## src/rtl/als_spi_reader_if.sv

```systemverilog
// Signal bundle between als_spi_reader, the ADC pins and the sample consumer.
// master = the reader itself, slave = everything around it (pins, consumer, bench).
interface als_spi_reader_if;
  logic       i_start;
  logic       i_miso;
  logic       o_cs_n;
  logic       o_sclk;
  logic       o_busy;
  logic [7:0] o_data;
  logic       o_valid;
  logic       o_frame_err;

  modport master (
    input  i_start,
    input  i_miso,
    output o_cs_n,
    output o_sclk,
    output o_busy,
    output o_data,
    output o_valid,
    output o_frame_err
  );

  modport slave (
    output i_start,
    output i_miso,
    input  o_cs_n,
    input  o_sclk,
    input  o_busy,
    input  o_data,
    input  o_valid,
    input  o_frame_err
  );
endinterface

```

## src/rtl/als_spi_reader.sv

```systemverilog
// Reads one 16-bit ADC081S021 frame per request and extracts the 8-bit light sample.
// Optional framing check of the zero padding bits is enabled by defining ALS_FRAME_CHECK_EN.
module als_spi_reader #(
  parameter int SCLK_DIV     = 26,
  parameter int QUIET_CYCLES = 5
) (
  input  logic             i_clock,
  input  logic             i_aresetn,
  als_spi_reader_if.master bus
);

  localparam int H       = SCLK_DIV / 2;
  localparam int DIV_W   = $clog2(H) + 1;
  localparam int QUIET_W = $clog2(QUIET_CYCLES) + 1;

  localparam logic [DIV_W-1:0]   DIV_LAST   = DIV_W'(H - 1);
  localparam logic [DIV_W-1:0]   DIV_ZERO   = {DIV_W{1'b0}};
  localparam logic [DIV_W-1:0]   DIV_ONE    = DIV_W'(1);
  localparam logic [QUIET_W-1:0] QUIET_LAST = QUIET_W'(QUIET_CYCLES - 1);
  localparam logic [QUIET_W-1:0] QUIET_ZERO = {QUIET_W{1'b0}};
  localparam logic [QUIET_W-1:0] QUIET_ONE  = QUIET_W'(1);

  typedef enum logic [2:0] {
    ST_IDLE  = 3'd0,
    ST_SETUP = 3'd1,
    ST_SHIFT = 3'd2,
    ST_DONE  = 3'd3,
    ST_QUIET = 3'd4
  } state_e;

  state_e             state_q, state_d;
  logic [DIV_W-1:0]   div_q, div_d;
  logic [QUIET_W-1:0] quiet_q, quiet_d;
  logic [3:0]         bit_q, bit_d;
  logic [15:0]        shift_q, shift_d;

  logic               cs_n_q, cs_n_d;
  logic               sclk_q, sclk_d;
  logic               busy_q, busy_d;
  logic [7:0]         data_q, data_d;
  logic               valid_q, valid_d;

  logic               div_last_s;
  logic               start_acc_s;
  logic               sclk_rise_s;
  logic               sclk_fall_s;

`ifdef ALS_FRAME_CHECK_EN
  logic               frame_err_q, frame_err_d;
  logic               unused_frame_bits;
  assign unused_frame_bits = shift_q[0];
`else
  logic               unused_frame_bits;
  assign unused_frame_bits = ^{shift_q[15:13], shift_q[4:0]};
`endif

  assign div_last_s = (div_q == DIV_LAST);

  // FSM state, SCLK divider, bit counter and frame shift register.
  always_ff @(posedge i_clock or negedge i_aresetn) begin
    if (!i_aresetn) begin
      state_q <= ST_IDLE;
      div_q   <= DIV_ZERO;
      quiet_q <= QUIET_ZERO;
      bit_q   <= 4'd0;
      shift_q <= 16'h0000;
    end else begin
      state_q <= state_d;
      div_q   <= div_d;
      quiet_q <= quiet_d;
      bit_q   <= bit_d;
      shift_q <= shift_d;
    end
  end

  // Next-state logic: half-period pacing of SCLK and MSB-first capture on each rising edge.
  always_comb begin
    state_d     = state_q;
    div_d       = div_q;
    quiet_d     = quiet_q;
    bit_d       = bit_q;
    shift_d     = shift_q;
    start_acc_s = 1'b0;
    sclk_rise_s = 1'b0;
    sclk_fall_s = 1'b0;
    case (state_q)
      ST_IDLE: begin
        if (bus.i_start) begin
          state_d     = ST_SETUP;
          div_d       = DIV_ZERO;
          bit_d       = 4'd0;
          start_acc_s = 1'b1;
        end else begin
          state_d = ST_IDLE;
        end
      end
      ST_SETUP: begin
        if (div_last_s) begin
          state_d     = ST_SHIFT;
          div_d       = DIV_ZERO;
          sclk_fall_s = 1'b1;
        end else begin
          div_d = div_q + DIV_ONE;
        end
      end
      ST_SHIFT: begin
        if (div_last_s) begin
          div_d = DIV_ZERO;
          if (sclk_q) begin
            sclk_fall_s = 1'b1;
          end else begin
            // The edge that raises SCLK is also the MISO sample point.
            sclk_rise_s = 1'b1;
            shift_d     = {shift_q[14:0], bus.i_miso};
            bit_d       = bit_q + 4'd1;
            if (bit_q == 4'd15) begin
              state_d = ST_DONE;
            end else begin
              state_d = ST_SHIFT;
            end
          end
        end else begin
          div_d = div_q + DIV_ONE;
        end
      end
      ST_DONE: begin
        state_d = ST_QUIET;
        quiet_d = QUIET_ZERO;
        div_d   = DIV_ZERO;
        bit_d   = 4'd0;
      end
      ST_QUIET: begin
        if (quiet_q == QUIET_LAST) begin
          state_d = ST_IDLE;
          quiet_d = QUIET_ZERO;
        end else begin
          quiet_d = quiet_q + QUIET_ONE;
        end
      end
      default: begin
        state_d = ST_IDLE;
        div_d   = DIV_ZERO;
        quiet_d = QUIET_ZERO;
        bit_d   = 4'd0;
      end
    endcase
  end

  // Output decode; everything is registered so the pins never see combinational glitches.
  always_comb begin
    // busy lags the return to IDLE by one cycle so it covers the whole quiet gap.
    busy_d  = start_acc_s | (state_q != ST_IDLE);
    valid_d = (state_q == ST_DONE);
    case (state_d)
      ST_SETUP, ST_SHIFT, ST_DONE: cs_n_d = 1'b0;
      default:                     cs_n_d = 1'b1;
    endcase
    if (sclk_fall_s) begin
      sclk_d = 1'b0;
    end else if (sclk_rise_s) begin
      sclk_d = 1'b1;
    end else if (state_d == ST_SHIFT) begin
      sclk_d = sclk_q;
    end else begin
      sclk_d = 1'b1;
    end
    if (state_q == ST_DONE) begin
      data_d = shift_q[12:5];
    end else begin
      data_d = data_q;
    end
`ifdef ALS_FRAME_CHECK_EN
    if (state_q == ST_DONE) begin
      frame_err_d = (|shift_q[15:13]) | (|shift_q[4:1]);
    end else begin
      frame_err_d = frame_err_q;
    end
`endif
  end

  // Registered pin and consumer outputs.
  always_ff @(posedge i_clock or negedge i_aresetn) begin
    if (!i_aresetn) begin
      cs_n_q      <= 1'b1;
      sclk_q      <= 1'b1;
      busy_q      <= 1'b0;
      data_q      <= 8'h00;
      valid_q     <= 1'b0;
`ifdef ALS_FRAME_CHECK_EN
      frame_err_q <= 1'b0;
`endif
    end else begin
      cs_n_q      <= cs_n_d;
      sclk_q      <= sclk_d;
      busy_q      <= busy_d;
      data_q      <= data_d;
      valid_q     <= valid_d;
`ifdef ALS_FRAME_CHECK_EN
      frame_err_q <= frame_err_d;
`endif
    end
  end

  assign bus.o_cs_n  = cs_n_q;
  assign bus.o_sclk  = sclk_q;
  assign bus.o_busy  = busy_q;
  assign bus.o_data  = data_q;
  assign bus.o_valid = valid_q;
`ifdef ALS_FRAME_CHECK_EN
  assign bus.o_frame_err = frame_err_q;
`else
  assign bus.o_frame_err = 1'b0;
`endif

endmodule
```

## src/flat_wrapper.sv

```systemverilog
// flat-port wrapper written by rule: the top's interface ports become plain ports
module als_spi_reader_flat 
#(
  parameter int SCLK_DIV     = 26,
  parameter int QUIET_CYCLES = 5
)
  (i_clock, i_aresetn, bus_i_start, bus_i_miso, bus_o_cs_n, bus_o_sclk, bus_o_busy, bus_o_data, bus_o_valid, bus_o_frame_err);
  als_spi_reader_if bus_i ();
  input  logic i_clock;
  input  logic i_aresetn;
  input wire logic [$bits(bus_i.i_start)-1:0] bus_i_start;
  input wire logic [$bits(bus_i.i_miso)-1:0] bus_i_miso;
  output wire logic [$bits(bus_i.o_cs_n)-1:0] bus_o_cs_n;
  output wire logic [$bits(bus_i.o_sclk)-1:0] bus_o_sclk;
  output wire logic [$bits(bus_i.o_busy)-1:0] bus_o_busy;
  output wire logic [$bits(bus_i.o_data)-1:0] bus_o_data;
  output wire logic [$bits(bus_i.o_valid)-1:0] bus_o_valid;
  output wire logic [$bits(bus_i.o_frame_err)-1:0] bus_o_frame_err;
  assign bus_i.i_start = bus_i_start;
  assign bus_i.i_miso = bus_i_miso;
  assign bus_o_cs_n = bus_i.o_cs_n;
  assign bus_o_sclk = bus_i.o_sclk;
  assign bus_o_busy = bus_i.o_busy;
  assign bus_o_data = bus_i.o_data;
  assign bus_o_valid = bus_i.o_valid;
  assign bus_o_frame_err = bus_i.o_frame_err;
  als_spi_reader #(.SCLK_DIV(SCLK_DIV), .QUIET_CYCLES(QUIET_CYCLES)) u_core (.i_clock(i_clock), .i_aresetn(i_aresetn), .bus(bus_i));
endmodule
```

## config.mk

```make
export PLATFORM = sky130hd
export DESIGN_NAME = als_spi_reader_flat
export DESIGN_NICKNAME = d
export VERILOG_FILES = /design/src/rtl/als_spi_reader_if.sv /design/src/rtl/als_spi_reader.sv /design/src/flat_wrapper.sv
export SDC_FILE = /design/constraint.sdc
export NUM_CORES = 1
export LEC_CHECK = 0
export BUFFER_PORTS_ARGS = -buffer_cell sky130_fd_sc_hd__buf_2
export CORE_MARGIN = 4
export CORE_UTILIZATION = 55
export CTS_BUF_LIST = sky130_fd_sc_hd__clkbuf_4 sky130_fd_sc_hd__clkbuf_8
export CTS_CLUSTER_SIZE = 28
export DETAILED_ROUTE_END_ITERATION = 12
export HOLD_SLACK_MARGIN = 0.1
export PLACE_DENSITY_LB_ADDON = 0.08
export SLEW_MARGIN = 20
export SYNTH_ARGS = -nofsm -noshare
export SYNTH_HDL_FRONTEND = slang
export SYNTH_SLANG_ARGS = --single-unit
export TNS_END_PERCENT = 5
```

## constraint.sdc

```tcl
create_clock -name i_clock -period 1.9 [get_ports i_clock]
set_input_delay 0.095 -clock i_clock [delete_from_list [all_inputs] [get_ports i_clock]]
set_output_delay 0.095 -clock i_clock [all_outputs]
set_load 0.02 [all_outputs]
```

==> flow_metrics.tcl, run 1 <==
set metrics [dict create \
    fill_cells 261 \
    status "finished, final reports clean" \
    grt_first_pass_wirelength_um 5851 \
    clock_sinks 41 \
    globalplace.congestion 0.8970 \
    root_buffer "clkbuf_4" \
    worst-r2r-cell-count 6 \
    p_switching_mw 0.2927 \
    cts_made_buffers 5 \
    h-tree-depth 2 \
    critPathSlowestCell "dfrtp_1" \
    firstDrtPassIters 5 \
    crit_path_max_fanout 5 \
    finalHoldViolCount 0 \
    drtIter0Drc 73 \
    core-area_sq_um 3153 \
    die_y_um 66.55 \
    synth_common_cells "dfrtp_1, nand2_1, mux2_4, o21ai_0" \
    finalSetupTns_ns 0 \
    finalPower_mw 1.347 \
    yosysMostFrequentCell "dfrtp_1" \
    grt_pass1_vias 1270 \
    grt_antenna_before_repair 0 \
    crit_family "flip-flops" \
    die_w_um 66.55 \
    syn2layout_area_growth_pct 12.81 \
    overflow 0 \
    ys_async_sr_fraction_pct 100.0 \
    clkPwrFrac_pct 33.0 \
    crit_path_end_kind "register" \
    cp.arrival_ns 1.98 \
    syn_inst 169 \
    cellLeakagePower_nw 1.077 \
    p_int_mw 1.054 \
    worst-path-stages 6 \
    seq_power_share_pct 64.9 \
    fin_crit_sh_pct 91.64 \
    wirelength_um 3255 \
    synthFlopType "dfrtp_1" \
    fin_crit_ns 1.741 \
    synth_compound_area_share_pct 10.55 \
    synth_nets 178 \
    synth_top_area_cell "dfrtp_1" \
    synthTopCellsByArea "dfrtp_1, nand2_1, mux2_4, mux2_2, ha_1" \
    drive_above_1_share_pct 24.23 \
    combinationalPowerShare_pct 2.1 \
    power_density_nw_per_um2 633.3 \
    place_inst 227 \
    r2r_setup_slack_ns 0.16 \
    antenna_cells 0 \
    slowest_delay_ns 0.41 \
    slew_violations 0 \
    start_util_pct 59.80 \
    cts_buffer_depth 2 \
    synth_top_family_by_area "simple AND/OR/NAND/NOR gates" \
    dp_hpwl_um 2231 \
    netlist.area_leader.share_pct 51.76 \
    final_util_pct 67.46 \
    synth-simple-area-share_pct 16.72 \
    fin_nets 203 \
    rsz0062_at_grt "false" \
    ys_types 47 \
    worstSkewPairLatency_ns 0.35 \
    grt_max_degree 42 \
    synth-xor-area-share_pct 0.9290 \
    crit_type "reg2reg" \
    die-area_sq_um 4429 \
    yosys.area_share.adder_pct 3.318 \
    synth_edf_count 0 \
    io_buffers 15 \
    instances_no_fill 238 \
    via_per_inst 5.349 \
    yosysWarnings 0 \
    start_kind "register" \
    tightest_slew_ns 0.8715 \
    path_cells "inv_1, ha_1, and4b_1, a21o_1, nand3_1, mux2_2" \
    vdd_ir_drop_max_v 0.0003482 \
    setup_viol 0 \
    clk_pin_slew_ns 0.12 \
    cts_tree "done" \
    track_usage_pct 17.72 \
    remaining_drc_errors 0 \
    row_count 20 \
    slew_headroom_pct 41.90 \
    synth.area.mux_share_pct 10.48 \
    ys_ff_latch 41 \
    max_clock_freq_mhz 574.3 \
    vias 1273 \
    swShare_pct 21.72 \
    synth.cell_area_sq_um 1886 \
    wl_per_cell_um 13.68 \
    avgSynthCellArea_sq_um 11.16 \
    ant_nets 0 \
    ioPinCount 17 \
    ys_seq_area_share_pct 54.55 \
    maxCapViolations 0 \
    finalClockSkew_ns 0.01101 \
    hold_class "in2async" \
    cp.required_ns 2.14 \
    cp_num_buf_inv 1 \
]
state kept, by name, summed over array words and instances (netlist names):
register and flops:
u_core.quiet_q 4, u_core.shift_q 13, u_core.div_q 5, u_core.bus.o_valid 1, u_core.bus.o_cs_n 1, u_core.state_q 3, u_core.bit_q 4, u_core.bus.o_sclk 1
u_core.bus.o_data 8, u_core.bus.o_busy 1
area by class of cell:
cell class / instances / area [sq um] / share of cell area (%)
Clock buffer: 6 / 51.30 / 2.412
Tap cell: 44 / 55.05 / 2.588
Clock inverter: 1 / 7.507 / 0.3529
Timing Repair Buffer: 24 / 162.7 / 7.647
Multi-Input combinational cell: 115 / 795.8 / 37.41
Sequential cell: 41 / 1028 / 48.35
Inverter: 7 / 26.28 / 1.235
routing by layer:
layer  up-vias  GRT usage [%]  part of all wire (%)
met2        23          28.71                    46
met5         -              0                     0
met1       607          22.62                    48
met4         0          8.376                   1.8
met3         5          3.541                   3.7
li1        638              -                     -
logic make-up (layout without fill, tap and decap cells):
family / after synthesis / count (layout)
multiplexers: 15 / 15
flip-flops: 41 / 41
AO/OA/AOI/OAI: 29 / 29
adder cells (fa/ha/maj): 5 / 5
XOR/XNOR: 2 / 2
other: 1 / 1
AND/OR/NAND/NOR: 63 / 63
buffers and inverters: 13 / 38
placed cells by master, fill, tap and decap left out, types with 3 or more instances in the layout:
cell and count:
inv_1 6, dfrtp_1 39, buf_4 5, mux2_2 6, a22o_1 3, a21oi_1 3
o21ai_0 8, clkbuf_4 5, nor2_1 5, dlygate4sd3_1 3, mux2_4 8, nand2_1 35
nand3_1 3, buf_2 15, ha_1 5
worst register-to-register path, delay by kind of cell, from the launching register on:
| kind | cells | cell delay (ns) |
|---|---|---|
| compound gates | 1 | 0.23 |
| fa+ha+maj | 1 | 0.22 |
| simple gates | 2 | 0.38 |
| flops | 1 | 0.41 |
| buf+inv | 1 | 0.06 |
| mux | 1 | 0.34 |
power groups by stage:
stage	registers (mW)	logic, mW	clock network (mW)
finish	0.874	0.0284	0.445
global route	0.875	0.0342	0.492
CTS	0.874	0.0300	0.458
detailed placement	0.891	0.0253	0
global placement	0.891	0.0243	0
floorplan	0.891	0.00579	0
timing repair:
action | 4_1_cts | 5_1_grt
hold buffers | 3 | 0
setup endpoints to repair | 0 | 13
hold endpoints to repair | 43 | 0
setup buffers | 0 | 1
resized for setup | 0 | 0
final timing paths:
kind                                 startpoint                    to
setup reg to reg                u_core.div_q[0]       u_core.bit_q[3]
hold / removal                        i_aresetn     u_core.quiet_q[0]
min in group i_clock                bus_i_start     u_core.bus.o_cs_n
max in group asynchronous             i_aresetn     u_core.state_q[1]
setup / recovery                u_core.div_q[0]       u_core.bit_q[3]
hold reg to reg            u_core.bus.o_data[7]  u_core.bus.o_data[7]
per-stage QoR:
stage	cell area [sq um]	hold slack [ns]	setup slack [ns]
after floorplan	1886	-0.2006	0.1428
after global placement	2031	0.2448	0.1575
after detailed placement	2031	0.2648	0.08474
after CTS	2120	0.4209	0.07498
after global routing	2127	0.4702	0.04118
final	2127	0.3791	0.1589
Note: power is estimated with default switching activity, not from simulation.
==> run 2, diff against run 1 <==
BUFFER_PORTS_ARGS = -buffer_cell sky130_fd_sc_hd__buf_4   (was -buffer_cell sky130_fd_sc_hd__buf_2)
==> flow_metrics.tcl, run 2 (synthesized netlist as in run 1, its figures left out) <==
set metrics [dict create \
    rsz0062_at_grt "false" \
    seq_power_share_pct 63.6 \
    remaining_drc_errors 0 \
    slew_violations 0 \
    row_count 20 \
    crit_end "u_core.shift_q[2]" \
    rr_startpoint "u_core.div_q[0]" \
    vdd_ir_drop_max_v 0.0005871 \
    grt_first_pass_wirelength_um 5706 \
    worstSetupStartpoint "u_core.div_q[0]" \
    maxCapViolations 0 \
    power_density_nw_per_um2 630.9 \
    via_per_inst 5.417 \
    crit_type "reg2reg" \
    cts_made_buffers 5 \
    swShare_pct 22.60 \
    ant_nets 0 \
    finalClockSkew_ns 0.009372 \
    p_switching_mw 0.3105 \
    finalHoldViolCount 0 \
    clkPwrFrac_pct 34.2 \
    globalplace.congestion 0.8956 \
    worstSkewPairLatency_ns 0.35 \
    instances_no_fill 240 \
    io_buffers 15 \
    crit_path_max_fanout 15 \
    drtIter0Drc 107 \
    worst-r2r-cell-count 6 \
    fin_crit_sh_pct 93.82 \
    cp.required_ns 2.14 \
    grt_pass1_vias 1254 \
    final_common_cell "dfrtp_1" \
    syn2layout_area_growth_pct 15.53 \
    hold_class "in2async" \
    rr_endpoint "u_core.shift_q[2]" \
    cellLeakagePower_nw 1.093 \
    multiInputGateArea_sq_um 795.8 \
    grt_antenna_before_repair 0 \
    firstDrtPassIters 4 \
    setup_viol 0 \
    largest_reg_flops 13 \
    start_util_pct 59.80 \
    wirelength_um 3226 \
    fin_nets 204 \
    h-tree-depth 2 \
    clock_sinks 41 \
    regMostFlops "u_core.shift_q" \
    die_w_um 66.55 \
    dp_hpwl_um 2251 \
    crit_path_end_kind "register" \
    post_dp_cell_area_sq_um 2076 \
    cts_buffer_depth 2 \
    status "finished, final reports clean" \
    finalPower_mw 1.374 \
    max_clock_freq_mhz 561.0 \
    place_inst 228 \
    finalSetupTns_ns 0 \
    grt_max_degree 42 \
    start_kind "register" \
    die-area_sq_um 4429 \
    cp.arrival_ns 2.02 \
    register_area_sq_um 1028 \
    combinationalPowerShare_pct 2.2 \
    track_usage_pct 17.15 \
    drive_above_1_share_pct 25.00 \
    cts_tree "done" \
    final_area_sq_um 2178 \
    wl_per_cell_um 13.44 \
    cts_resized 0 \
    p_int_mw 1.064 \
    fin_crit_ns 1.783 \
    core-area_sq_um 3153 \
    die_y_um 66.55 \
    layout_common_cells "dfrtp_1, nand2_1, buf_4" \
    vias 1300 \
    ioPinCount 17 \
    overflow 0 \
    final_util_pct 69.09 \
    root_buffer "clkbuf_4" \
    clk_pin_slew_ns 0.12 \
    r2r_setup_slack_ns 0.12 \
    fill_cells 261 \
    antenna_cells 0 \
]
## run 2: layout make-up
cell class	count	area share, %
multi-input cells	115	36.53
inverters	7	1.206
clock inverters	2	0.6318
well taps	44	2.527
clock buffers	6	2.355
flip-flops and latches	41	47.21
repair buffers	25	9.535
## run 2: how the worst min path moves through the flow
| stage | start | to | slack, ns | cells past startpoint |
|---|---|---|---|---|
| floorplan | i_aresetn | u_core.bit_q[0] | -0.20 | 0 |
| global placement | i_aresetn | u_core.quiet_q[0] | 0.09 | 1 |
| detailed placement | i_aresetn | u_core.quiet_q[2] | 0.1 | 1 |
| CTS | i_aresetn | u_core.bus.o_data[5] | 0.24 | 2 |
| global route | i_aresetn | u_core.bus.o_data[2] | 0.28 | 2 |
| finish | i_aresetn | u_core.quiet_q[0] | 0.24 | 2 |
## run 2: through the flow
| step | setup slack (ns) | hold WS [ns] |
|---|---|---|
| after floorplan | 0.1428 | -0.2006 |
| after global placement | 0.1575 | 0.08990 |
| after detailed placement | 0.09745 | 0.09798 |
| after CTS | 0.06798 | 0.2443 |
| after global routing | 0.03812 | 0.2845 |
| final | 0.1174 | 0.2358 |
## run 2: routing by layer
layer / GRT usage (%) / vias to the layer above / share of wire (%)
li1: - / 640 / -
met1: 23.10 / 625 / 46
met2: 26.61 / 28 / 48
met3: 4.047 / 7 / 4.6
met4: 6.853 / 0 / 1.6
met5: 0 / - / 0
## run 2: critical path, stage by stage (launching register included)
cell      delay (ns)
dfrtp_1         0.44
inv_1           0.07
ha_1            0.19
nand4b_1        0.20
nor3_4          0.24
buf_12          0.18
mux2_2          0.34
## run 2: power by group through the flow
stage / Sequential (mW) / Combinational (mW) / Clock [mW]
floorplan: 0.891 / 0.00579 / 0
global placement: 0.891 / 0.0262 / 0
detailed placement: 0.891 / 0.0269 / 0
CTS: 0.874 / 0.0317 / 0.482
global route: 0.875 / 0.0360 / 0.510
finish: 0.874 / 0.0304 / 0.470
## run 2: repair_timing
item / 4_1_cts / 5_1_grt
hold buffers: 3 / 0
buffers inserted: 0 / 1
endpoints found under the hold margin: 45 / 0
endpoints found under the setup margin: 0 / 1
==> run 3, diff against run 2 <==
CORE_MARGIN = 2   (was 4)
==> flow_metrics.tcl, run 3 (synthesized netlist as in run 1, its figures left out) <==
set metrics [dict create \
    largest_reg_flops 13 \
    cts_tree "done" \
    fin_crit_ns 1.773 \
    fin_crit_sh_pct 93.34 \
    syn2layout_area_growth_pct 16.52 \
    worstSkewPairLatency_ns 0.35 \
    fin_nets 203 \
    ioPinCount 17 \
    rsz0062_at_grt "false" \
    regMostFlops "u_core.shift_q" \
    grt_max_degree 42 \
    crit_path_end_kind "register" \
    clock_sinks 41 \
    antenna_cells 0 \
    finalPower_mw 1.495 \
    crit_path_max_fanout 5 \
    layout_common_cells "dfrtp_1, nand2_1, buf_4" \
    die-area_sq_um 3913 \
    die_w_um 62.55 \
    cellLeakagePower_nw 1.095 \
    cp.required_ns 2.14 \
    globalplace.congestion 0.9190 \
    root_buffer "clkbuf_4" \
    finalClockSkew_ns 0.005572 \
    overflow 0 \
    track_usage_pct 19.66 \
    slew_violations 0 \
    hold_class "in2async" \
    clk_pin_slew_ns 0.11 \
    core-area_sq_um 3311 \
    fill_cells 294 \
    dp_hpwl_um 2270 \
    place_inst 230 \
    io_buffers 15 \
    tightest_slew_ns 0.4913 \
    wirelength_um 3212 \
    drtIter0Drc 63 \
    vdd_ir_drop_max_v 0.0003834 \
    via_per_inst 5.365 \
    start_kind "register" \
    vias 1293 \
    setup_viol 0 \
    status "finished, final reports clean" \
    worstSetupStartpoint "u_core.div_q[0]" \
    finalHoldViolCount 0 \
    grt_antenna_before_repair 0 \
    crit_type "reg2reg" \
    max_clock_freq_mhz 563.9 \
    power_density_nw_per_um2 680.4 \
    drive_above_1_share_pct 24.62 \
    cts_resized 0 \
    instances_no_fill 241 \
    die_y_um 62.55 \
    grt_pass1_vias 1267 \
    wl_per_cell_um 13.33 \
    h-tree-depth 2 \
    final_common_cell "dfrtp_1" \
    firstDrtPassIters 4 \
    cts_made_buffers 5 \
    row_count 21 \
    grt_first_pass_wirelength_um 6003 \
    finalSetupTns_ns 0 \
    remaining_drc_errors 0 \
    cp.arrival_ns 2.01 \
    worst-r2r-cell-count 6 \
    post_cts_buffers 0 \
    slew_headroom_pct 67.00 \
    cts_buffer_depth 2 \
    maxCapViolations 0 \
    rr_startpoint "u_core.div_q[0]" \
    start_util_pct 56.95 \
    rr_endpoint "u_core.bit_q[3]" \
    r2r_setup_slack_ns 0.13 \
    ant_nets 0 \
]
## run 3: critical path, cell delays in order, from the launching register on
cell,delay [ns]
dfrtp_1,0.42
inv_1,0.06
ha_1,0.22
and4b_1,0.28
a21o_1,0.23
nand3_1,0.12
mux2_2,0.34
## run 3: power breakdown
| group | total, mW | switching, mW | internal, mW |
|---|---|---|---|
| Clock | 0.591 | 0.278 | 0.313 |
| Combinational | 0.0300 | 0.0205 | 0.00952 |
| Sequential | 0.874 | 0.000515 | 0.874 |
## run 3: worst max path at each step
stage,endpoint,slack (ns),cells after the start
6_report,u_core.bit_q[3],0.13,6
2_1_floorplan,u_core.shift_q[10],0.14,6
4_1_cts,u_core.shift_q[3],0.07,6
5_1_grt,u_core.shift_q[2],0.02,6
3_5_place_dp,u_core.shift_q[3],0.08,6
3_3_place_gp,u_core.shift_q[1],0.16,6
## run 3: what timing repair did
item | CTS | global route
setup endpoints to repair | 0 | 5
endpoints found under the hold margin | 45 | 0
hold buffers | 3 | 0
## run 3: metrics by stage
step | utilization (%) | hold slack [ns] | cell area (sq um) | worst slack, ns
final | 66.36 | 0.2472 | 2197 | 0.1266
after global routing | 66.36 | 0.2701 | 2197 | 0.01919
after CTS | 66.36 | 0.2376 | 2197 | 0.07251
after detailed placement | 62.77 | 0.09782 | 2078 | 0.08384
after global placement | 62.77 | 0.09064 | 2078 | 0.1552
after floorplan | - | -0.2006 | 1886 | 0.1428
## run 3: final cells by class
type                       instances  area [sq um]  area share, %
clock buffer                       6         51.30          2.335
clock inverter                     2         37.54          1.708
inverter                           7         26.28          1.196
multi-input combinational        115         795.8          36.22
sequential                        41          1028          46.81
tap                               46         57.56          2.620
timing repair buffer              24         200.2          9.112
## run 3: routing by layer
metal | track usage [%] | share of wire, % | routed length (um) | up-vias
met5 | 0 | 0 | 0 | -
met4 | 9.722 | 2.1 | 68 | 0
met3 | 3.604 | 2.8 | 90 | 7
met2 | 29.17 | 47 | 1524 | 21
met1 | 27.98 | 48 | 1529 | 624
li1 | - | - | - | 641
